[src/rtl/pipe_hazard_pkg.sv]
// Shared definitions for the RR-side hazard tracker: stage-entry field widths,
// event counter width and the saturating counter helper.
package pipe_hazard_pkg;

    localparam int PIPE_DATA_W = 16;
    localparam int PIPE_RA_W   = 3;
    localparam int CNT_W       = 16;

    localparam logic [CNT_W-1:0] CNT_MAX = '1;
    localparam logic [CNT_W-1:0] CNT_ONE = 1;

    function automatic logic [CNT_W-1:0] sat_inc(input logic [CNT_W-1:0] v, input logic en);
        return (en && (v != CNT_MAX)) ? v + CNT_ONE : v;
    endfunction

endpackage

[src/rtl/pipe_stage_reg.sv]
// One tracked pipeline stage: registers the entry handed over by its predecessor
// (dropped when that entry is killed) and merges this cycle's result into it.
module pipe_stage_reg
    import pipe_hazard_pkg::*;
#(
    parameter int DATA_W = PIPE_DATA_W,
    parameter int RA_W   = PIPE_RA_W
) (
    input  logic              clk,
    input  logic              rst,
    input  logic              ld_valid,
    input  logic              ld_kill,
    input  logic              ld_wr_en,
    input  logic [RA_W-1:0]   ld_dest,
    input  logic              ld_rdy,
    input  logic [DATA_W-1:0] ld_data,
    input  logic              res_we,
    input  logic [DATA_W-1:0] res_data,
    output logic              valid,
    output logic              wr_en,
    output logic [RA_W-1:0]   dest,
    output logic              rdy_eff,
    output logic [DATA_W-1:0] data_eff
);

    logic              rdy_q;
    logic [DATA_W-1:0] data_q;

    always_ff @(posedge clk or posedge rst) begin
        if (rst) begin
            valid  <= 1'b0;
            wr_en  <= 1'b0;
            dest   <= '0;
            rdy_q  <= 1'b0;
            data_q <= '0;
        end else begin
            valid  <= ld_valid & ~ld_kill;
            wr_en  <= ld_wr_en;
            dest   <= ld_dest;
            rdy_q  <= ld_rdy;
            data_q <= ld_data;
        end
    end

    // A result written this cycle is visible immediately to forwarding and to the successor.
    assign rdy_eff  = rdy_q | res_we;
    assign data_eff = res_we ? res_data : data_q;

endmodule

[src/rtl/pipe_hazard_ctrl.sv]
// Tracks in-flight register writers after RR, forwards ready results to RR sources,
// stalls RR on an unready producer, applies partial flushes and reports retirement.
module pipe_hazard_ctrl
    import pipe_hazard_pkg::*;
#(
    parameter int DEPTH  = 4,
    parameter int DATA_W = PIPE_DATA_W,
    parameter int RA_W   = PIPE_RA_W,
    parameter int NSRC   = 2
) (
    input  logic                         clk,
    input  logic                         rst,
    input  logic                         in_valid,
    input  logic                         in_wr_en,
    input  logic [RA_W-1:0]              in_dest,
    input  logic [DEPTH-1:0]             res_we,
    input  logic [DEPTH*DATA_W-1:0]      res_data,
    input  logic [NSRC*RA_W-1:0]         src_addr,
    input  logic [NSRC-1:0]              src_used,
    input  logic                         flush,
    input  logic [$clog2(DEPTH+1)-1:0]   flush_k,
    output logic [NSRC-1:0]              fwd_en,
    output logic [NSRC*DATA_W-1:0]       fwd_data,
    output logic                         stall,
    output logic                         wb_valid,
    output logic [RA_W-1:0]              wb_dest,
    output logic [DATA_W-1:0]            wb_data,
    output logic [CNT_W-1:0]             stall_cnt,
    output logic [CNT_W-1:0]             flush_cnt,
    output logic                         err_noresult
);

    localparam int FK_W = $clog2(DEPTH+1);
    localparam int LAST = DEPTH - 1;

    logic [DEPTH-1:0]  st_valid;
    logic [DEPTH-1:0]  st_wr;
    logic [DEPTH-1:0]  st_rdy;
    logic [RA_W-1:0]   st_dest [DEPTH];
    logic [DATA_W-1:0] st_data [DEPTH];

    logic [DEPTH-1:0]  ld_valid;
    logic [DEPTH-1:0]  ld_kill;
    logic [DEPTH-1:0]  ld_wr;
    logic [DEPTH-1:0]  ld_rdy;
    logic [RA_W-1:0]   ld_dest [DEPTH];
    logic [DATA_W-1:0] ld_data [DEPTH];

    logic                   hazard;
    logic                   found;
    logic [NSRC-1:0]        fwd_en_c;
    logic [NSRC*DATA_W-1:0] fwd_data_c;

    for (genvar g = 0; g < DEPTH; g++) begin : g_stage
        if (g == 0) begin : g_head
            // flush always kills the instruction trying to leave RR.
            assign ld_valid[g] = in_valid & ~stall;
            assign ld_kill[g]  = flush;
            assign ld_wr[g]    = in_wr_en;
            assign ld_dest[g]  = in_dest;
            assign ld_rdy[g]   = 1'b0;
            assign ld_data[g]  = '0;
        end else begin : g_body
            // Stage g-1 is killed when it lies within the flush_k youngest stages.
            assign ld_valid[g] = st_valid[g-1];
            assign ld_kill[g]  = flush & (flush_k >= FK_W'(g));
            assign ld_wr[g]    = st_wr[g-1];
            assign ld_dest[g]  = st_dest[g-1];
            assign ld_rdy[g]   = st_rdy[g-1];
            assign ld_data[g]  = st_data[g-1];
        end

        pipe_stage_reg #(
            .DATA_W (DATA_W),
            .RA_W   (RA_W)
        ) u_stage (
            .clk      (clk),
            .rst      (rst),
            .ld_valid (ld_valid[g]),
            .ld_kill  (ld_kill[g]),
            .ld_wr_en (ld_wr[g]),
            .ld_dest  (ld_dest[g]),
            .ld_rdy   (ld_rdy[g]),
            .ld_data  (ld_data[g]),
            .res_we   (res_we[g]),
            .res_data (res_data[g*DATA_W +: DATA_W]),
            .valid    (st_valid[g]),
            .wr_en    (st_wr[g]),
            .dest     (st_dest[g]),
            .rdy_eff  (st_rdy[g]),
            .data_eff (st_data[g])
        );
    end

    // The youngest matching writer is the architecturally newest value of the register.
    always_comb begin
        hazard     = 1'b0;
        found      = 1'b0;
        fwd_en_c   = '0;
        fwd_data_c = '0;
        for (int s = 0; s < NSRC; s++) begin
            found = 1'b0;
            for (int k = 0; k < DEPTH; k++) begin
                if (!found && src_used[s] && st_valid[k] && st_wr[k] &&
                    (st_dest[k] == src_addr[s*RA_W +: RA_W])) begin
                    found = 1'b1;
                    if (st_rdy[k]) begin
                        fwd_en_c[s]                      = 1'b1;
                        fwd_data_c[s*DATA_W +: DATA_W]   = st_data[k];
                    end else begin
                        hazard = 1'b1;
                    end
                end
            end
        end
    end

    assign fwd_en   = rst ? '0 : fwd_en_c;
    assign fwd_data = fwd_data_c;
    assign stall    = hazard & ~flush & ~rst;

    assign wb_valid = ~rst & st_valid[LAST] & st_wr[LAST] & st_rdy[LAST];
    assign wb_dest  = st_dest[LAST];
    assign wb_data  = wb_valid ? st_data[LAST] : '0;

    always_ff @(posedge clk or posedge rst) begin
        if (rst) begin
            stall_cnt    <= '0;
            flush_cnt    <= '0;
            err_noresult <= 1'b0;
        end else begin
            stall_cnt <= sat_inc(stall_cnt, stall);
            flush_cnt <= sat_inc(flush_cnt, flush);
            if (st_valid[LAST] && st_wr[LAST] && !st_rdy[LAST]) begin
                err_noresult <= 1'b1;
            end
        end
    end

endmodule

[config.mk]
export PLATFORM = sky130hd
export DESIGN_NAME = pipe_hazard_ctrl
export DESIGN_NICKNAME = d
export VERILOG_FILES = /design/src/rtl/pipe_hazard_pkg.sv /design/src/rtl/pipe_stage_reg.sv /design/src/rtl/pipe_hazard_ctrl.sv
export SDC_FILE = /design/constraint.sdc
export NUM_CORES = 1
export LEC_CHECK = 0
export CORE_ASPECT_RATIO = 0.6
export CORE_MARGIN = 5
export CORE_UTILIZATION = 28
export CTS_CLUSTER_DIAMETER = 100
export DETAILED_ROUTE_END_ITERATION = 12
export PLACE_DENSITY_LB_ADDON = 0.1
export SETUP_SLACK_MARGIN = 0.5
export SYNTH_ARGS = -nofsm -noshare
export SYNTH_HDL_FRONTEND = slang
export SYNTH_SLANG_ARGS = --single-unit
[constraint.sdc]
create_clock -name clk -period 6.2 [get_ports clk]
set_input_delay 1.24 -clock clk [delete_from_list [all_inputs] [get_ports clk]]
set_output_delay 1.24 -clock clk [all_outputs]
set_load 0.03 [all_outputs]
# Yosys cells after proc, flatten, opt, wreduce, memory -nomap -nowiden
# Cells that the tools add are included.
[totals]
word_cells = 157
in_bits = 87
reg_bits = 104
output_inout_bits = 88
[op_classes]
muxes = 58
eq_ne = 10
bitwise_logic = 22
order_cmp = 3
addsub = 2
reduce_logical = 41
[ops]
columns = ["cell", "n"]
rows = [
  ["$mux W16", 20],
  ["$mux W1", 37],
  ["$logic_and A1 B1 Y1", 34],
  ["$add A16 B1 Y16 const B", 2],
  ["$ne A16 B16 Y1 const B", 2],
  ["$eq A3 B3 Y1", 8],
  ["$and A1 B1 Y1", 13],
  ["$logic_not A1 Y1", 7],
  ["$ge A3 B2 Y1 const B", 2],
  ["$not A1 Y1", 6],
  ["$ge A3 B1 Y1 const B", 1],
  ["$or A1 B1 Y1", 3],
  ["$mux W2", 1],
]

# Depth between registers and ports, before layout
[depth]
depth_word = 35
mapped_depth = 8
mapped_depth_nobuf = 7

# Cells and area by module
# From an unflattened synthesis, not the netlist that was laid out.
[unflattened]
hier_cells = 511
area_unflattened_um2 = 6251.0
[modules_own_cells]
columns = ["module", "seq_area_each_um2", "cells_per_inst", "instances", "area_each_um2"]
rows = [
  ["pipe_stage_reg", 550.5, 43, 4, 812.0],
  ["pipe_hazard_ctrl", 825.8, 339, 1, 3002.9],
]

# Worst setup path after synthesis
# OpenSTA, ideal clock, no wires.
[synth_path]
path_kind = "input to output"
from = "input src_addr[2]"
to = "output fwd_data[2]"
path_buffers = 1
setup_slack_ns = 1.655
t_arrival_ns = 3.305
path_stages = 6
t_required_ns = 4.960
cell_sequence = "xor2_1 or4_1 nor4_2 o21ai_1 clkbuf_1 o21ai_0"
[synth_via]
elab_chain_cells = 21
word_cells_on_any_way = 30
classes_between = "4 x eq/ne; 10 x mux; 16 x reduce/logical"
[synth_rtl]
columns = ["item", "line_no", "text"]
rows = [
  ["start: declaration", "pipe_hazard_ctrl.sv:18", "input logic [NSRC*RA_W-1:0] src_addr,"],
  ["$eq A3 B3 Y1", "pipe_hazard_ctrl.sv:105", "(st_dest[k] == src_addr[s*RA_W +: RA_W])) begin"],
  ["$logic_and A1 B1 Y1", "pipe_hazard_ctrl.sv:104", "if (!found && src_used[s] && st_valid[k] && st_wr[k] &&"],
  ["$mux W1", "pipe_hazard_ctrl.sv:104", ""],
  ["$logic_not A1 Y1", "pipe_hazard_ctrl.sv:104", ""],
  ["$logic_and A1 B1 Y1 (4 in series)", "pipe_hazard_ctrl.sv:104", ""],
  ["$mux W1", "pipe_hazard_ctrl.sv:104", ""],
  ["$logic_not A1 Y1", "pipe_hazard_ctrl.sv:104", ""],
  ["$logic_and A1 B1 Y1 (4 in series)", "pipe_hazard_ctrl.sv:104", ""],
  ["$mux W1", "pipe_hazard_ctrl.sv:104", ""],
  ["$logic_not A1 Y1", "pipe_hazard_ctrl.sv:104", ""],
  ["$logic_and A1 B1 Y1 (4 in series)", "pipe_hazard_ctrl.sv:104", ""],
  ["$mux W16 *", "pipe_hazard_ctrl.sv:104", ""],
  ["end: declaration", "pipe_hazard_ctrl.sv:23", "output logic [NSRC*DATA_W-1:0] fwd_data,"],
]
# Mark *: on every way between the ends. The rest lies on a longest branch, timed or not.

# Worst setup path after layout
[layout_path]
from = "input src_addr[2]"
to = "output fwd_data[0]"
# The elaborated chain is that of the path after synthesis.

==> impl_metrics.env <==
export IMPL_hold_depth=0
export IMPL_postCtsSetupBuffers=0
export IMPL_synth_top_area_frac=0.491
export IMPL_ys_warn_count=0
export IMPL_pwr_share_seq=0.443
export IMPL_syn_inst=479
export IMPL_area_growth_synth_to_final_pct=45.5
export IMPL_crit_path_start="src_addr[2]"
export IMPL_grt_pass1_vias=4818
export IMPL_num_vias=4557
export IMPL_worstPathRequired_ps=4960
export IMPL_max_clock_freq_ghz=0.179
export IMPL_syn_area_per_cell_um2=11.1
export IMPL_min_delay_start="g_stage[2].u_stage.wr_en"
export IMPL_worstMarginPinSlew_ps=1060
export IMPL_p_comb_frac=0.187
export IMPL_grt_max_degree=70
export IMPL_final_setup_viol_count=0
export IMPL_worst_hold_path_type="reg2reg"
export IMPL_finalCritPeriodShare=0.901
export IMPL_maxCapViolations=0
export IMPL_wl_per_cell_um=20.4
export IMPL_netlist_area_um2=5300
export IMPL_cts_tree="done"
export IMPL_antenna_cells=0
export IMPL_antenna_found_initial=4
export IMPL_hold_buffers=0
export IMPL_r2r_start="g_stage[1].u_stage.dest[2]"
export IMPL_final_core_util=0.410
export IMPL_async_flop_share=1.00
export IMPL_crit_path_end_kind="primary output"
export IMPL_worstPathArrival_ps=4350
export IMPL_internal_power_mw=1.27
export IMPL_syn_nets=568
export IMPL_hold_violations=0
export IMPL_nFillCells=1815
export IMPL_p_total_mw=1.75
export IMPL_drtIter0Drc=237
export IMPL_r2r_cells=7
export IMPL_rows=39
export IMPL_routed_wl_mm=18.4
export IMPL_fin_skew_ps=6.29
export IMPL_fin_crit_ps=5590
export IMPL_clock_sinks=104
export IMPL_dieArea_um2=21900
export IMPL_drive_above_1_share=0.120
export IMPL_drcViolationCount=0
export IMPL_netlist_cell_type_count=52
export IMPL_synth_area_leaders="dfrtp_1, mux2_2, a22oi_1, xor2_1, xnor2_1"
export IMPL_p_sw_uw=486
export IMPL_rsz0062_at_grt="yes"
export IMPL_initial_core_util=0.282
export IMPL_numPortBuffers=174
export IMPL_ant_nets=0
export IMPL_p_leak_nw=3.27
export IMPL_r2r_end="stall_cnt[1]"
export IMPL_final_cell_area_um2=7710
export IMPL_viasPerCell=5.04
export IMPL_yosys_register_bits=104
export IMPL_crit_type="in2out"
export IMPL_die_h_um=117
export IMPL_synth_ff_type="dfrtp_1"
export IMPL_place_area_um2=7350
export IMPL_synth_area_leader_cell="dfrtp_1"
export IMPL_yosysSeqAreaShare=0.491
export IMPL_grt_usage=0.170
export IMPL_dr_pass1_iters=5
export IMPL_p_clk_frac=0.371
export IMPL_status="finished clean"
export IMPL_grt_first_pass_wirelength_mm=28.4
export IMPL_clkTransAtPathRegs_ps=70
export IMPL_final_nets=742
export IMPL_cp_max_fo=19
export IMPL_slew_viol_final=0
export IMPL_swShare=0.277
export IMPL_clk_latency_ps=350
export IMPL_die_w_um=188
export IMPL_ios=175
export IMPL_powerDensity_nw_per_um2=227
export IMPL_cts_buffers=9
export IMPL_cts_path_max_buffers=2
export IMPL_gp_congestion=0.826
export IMPL_cp_start_kind="input port"
export IMPL_core_area_um2=18800
export IMPL_hpwl_mm=13.5
export IMPL_grt_ovfl_total=0
export IMPL_synth_edf_count=0
export IMPL_min_to="g_stage[3].u_stage.wr_en"
export IMPL_finalSetupTns_ps=0
export IMPL_root_buffer="clkbuf_16"
export IMPL_r2r_slack_ps=3620
export IMPL_max_slew_margin_rel=0.293
export IMPL_peakVddDrop_mv=0.200
export IMPL_ctsHtreeMaxLevel=3
cells in the final DEF (no fill, tap or decap), drive strengths merged, types with 15 or more instances in the layout:
master	n
a22oi	40
and2	23
clkdlybuf4s50	167
dfrtp	104
inv	15
mux2	30
mux2i	20
nand2	29
nand3	19
nor2	26
xnor2	25
xor2	29
synth_stat cells, types with 6 or more instances:
cell / number
dfrtp_1: 104
a22oi_1: 40
mux2_2: 30
nand2_1: 29
xor2_1: 29
nor2_1: 26
xnor2_1: 25
and2_1: 23
mux2i_1: 20
nand3_1: 16
clkbuf_1: 15
a21oi_1: 13
inv_1: 13
o211ai_1: 11
nand4_1: 8
buf_2: 6
o221ai_1: 6
worst max-delay path by stage:
| stage | slack (ps) | to |
|---|---|---|
| 2_1_floorplan | 1660 | fwd_data[2] |
| 3_3_place_gp | 600 | fwd_data[5] |
| 3_5_place_dp | 590 | fwd_data[15] |
| 4_1_cts | 570 | fwd_data[15] |
| 5_1_grt | 490 | fwd_data[0] |
| 6_report | 610 | fwd_data[0] |
critical path: stages:
cell and delay, ps:
clkdlybuf4s50_1 540, xor2_1 260, o41ai_1 640, nor4_2 150, o21ai_2 430, nor2b_1 100, a31oi_1 200, clkdlybuf4s50_1 780
timing repair:
action | 4_1_cts | 5_1_grt
resized for setup | 0 | 8
endpoints found under the hold margin | 0 | 0
setup endpoints to repair | 0 | 16
per-stage QoR:
| stage | instances | hold WS, ps | setup WS [ps] |
|---|---|---|---|
| 2_1_floorplan | 479 | 354 | 1660 |
| 3_3_place_gp | 888 | 357 | 598 |
| 3_5_place_dp | 888 | 360 | 586 |
| 4_1_cts | 904 | 376 | 575 |
| 5_1_grt | 904 | 384 | 485 |
| 6_report | 904 | 375 | 611 |
layer usage:
| metal | wire, µm | track usage | part of all wire |
|---|---|---|---|
| met1 | 8700 | 0.231 | 0.47 |
| met2 | 7770 | 0.254 | 0.42 |
| met5 | 46 | 0 | 0.0025 |
| met3 | 1680 | 0.0705 | 0.091 |
| met4 | 239 | 0.0406 | 0.013 |
flip-flops by register name (all words and copies together) (netlist names):
signal	flops
err_noresult	1
flush_cnt	16
g_stage.u_stage.data_q	48
g_stage.u_stage.dest	12
g_stage.u_stage.rdy_q	3
g_stage.u_stage.valid	4
g_stage.u_stage.wr_en	4
stall_cnt	16
area by class of cell:
class	count	area, µm²	share of cell area
Multi-Input combinational cell	338	2550	0.331
Timing Repair Buffer	187	1860	0.241
Clock buffer	11	253	0.0328
Sequential cell	104	2600	0.338
Clock inverter	5	86.3	0.0112
Tap cell	246	308	0.0399
Inverter	13	51.3	0.00665
logic make-up (layout without fill, tap and decap cells):
kind of cell / Yosys count / after routing / share of synthesized area
xor+xnor: 54 / 54 / 0.0893
simple gates: 138 / 138 / 0.152
mux: 50 / 50 / 0.102
compound gates: 94 / 94 / 0.132
fa+ha+maj: 2 / 2 / 0.00472
buf+inv: 37 / 216 / 0.0291
flops: 104 / 104 / 0.491
power groups by stage:
stage	Sequential (mW)	Clock, mW	Combinational [mW]
floorplan	0.828	0	0.129
global placement	0.787	0	0.326
detailed placement	0.787	0	0.329
CTS	0.776	0.670	0.331
global route	0.785	0.695	0.354
finish	0.776	0.650	0.327
Power figures use the tool's default switching activity.
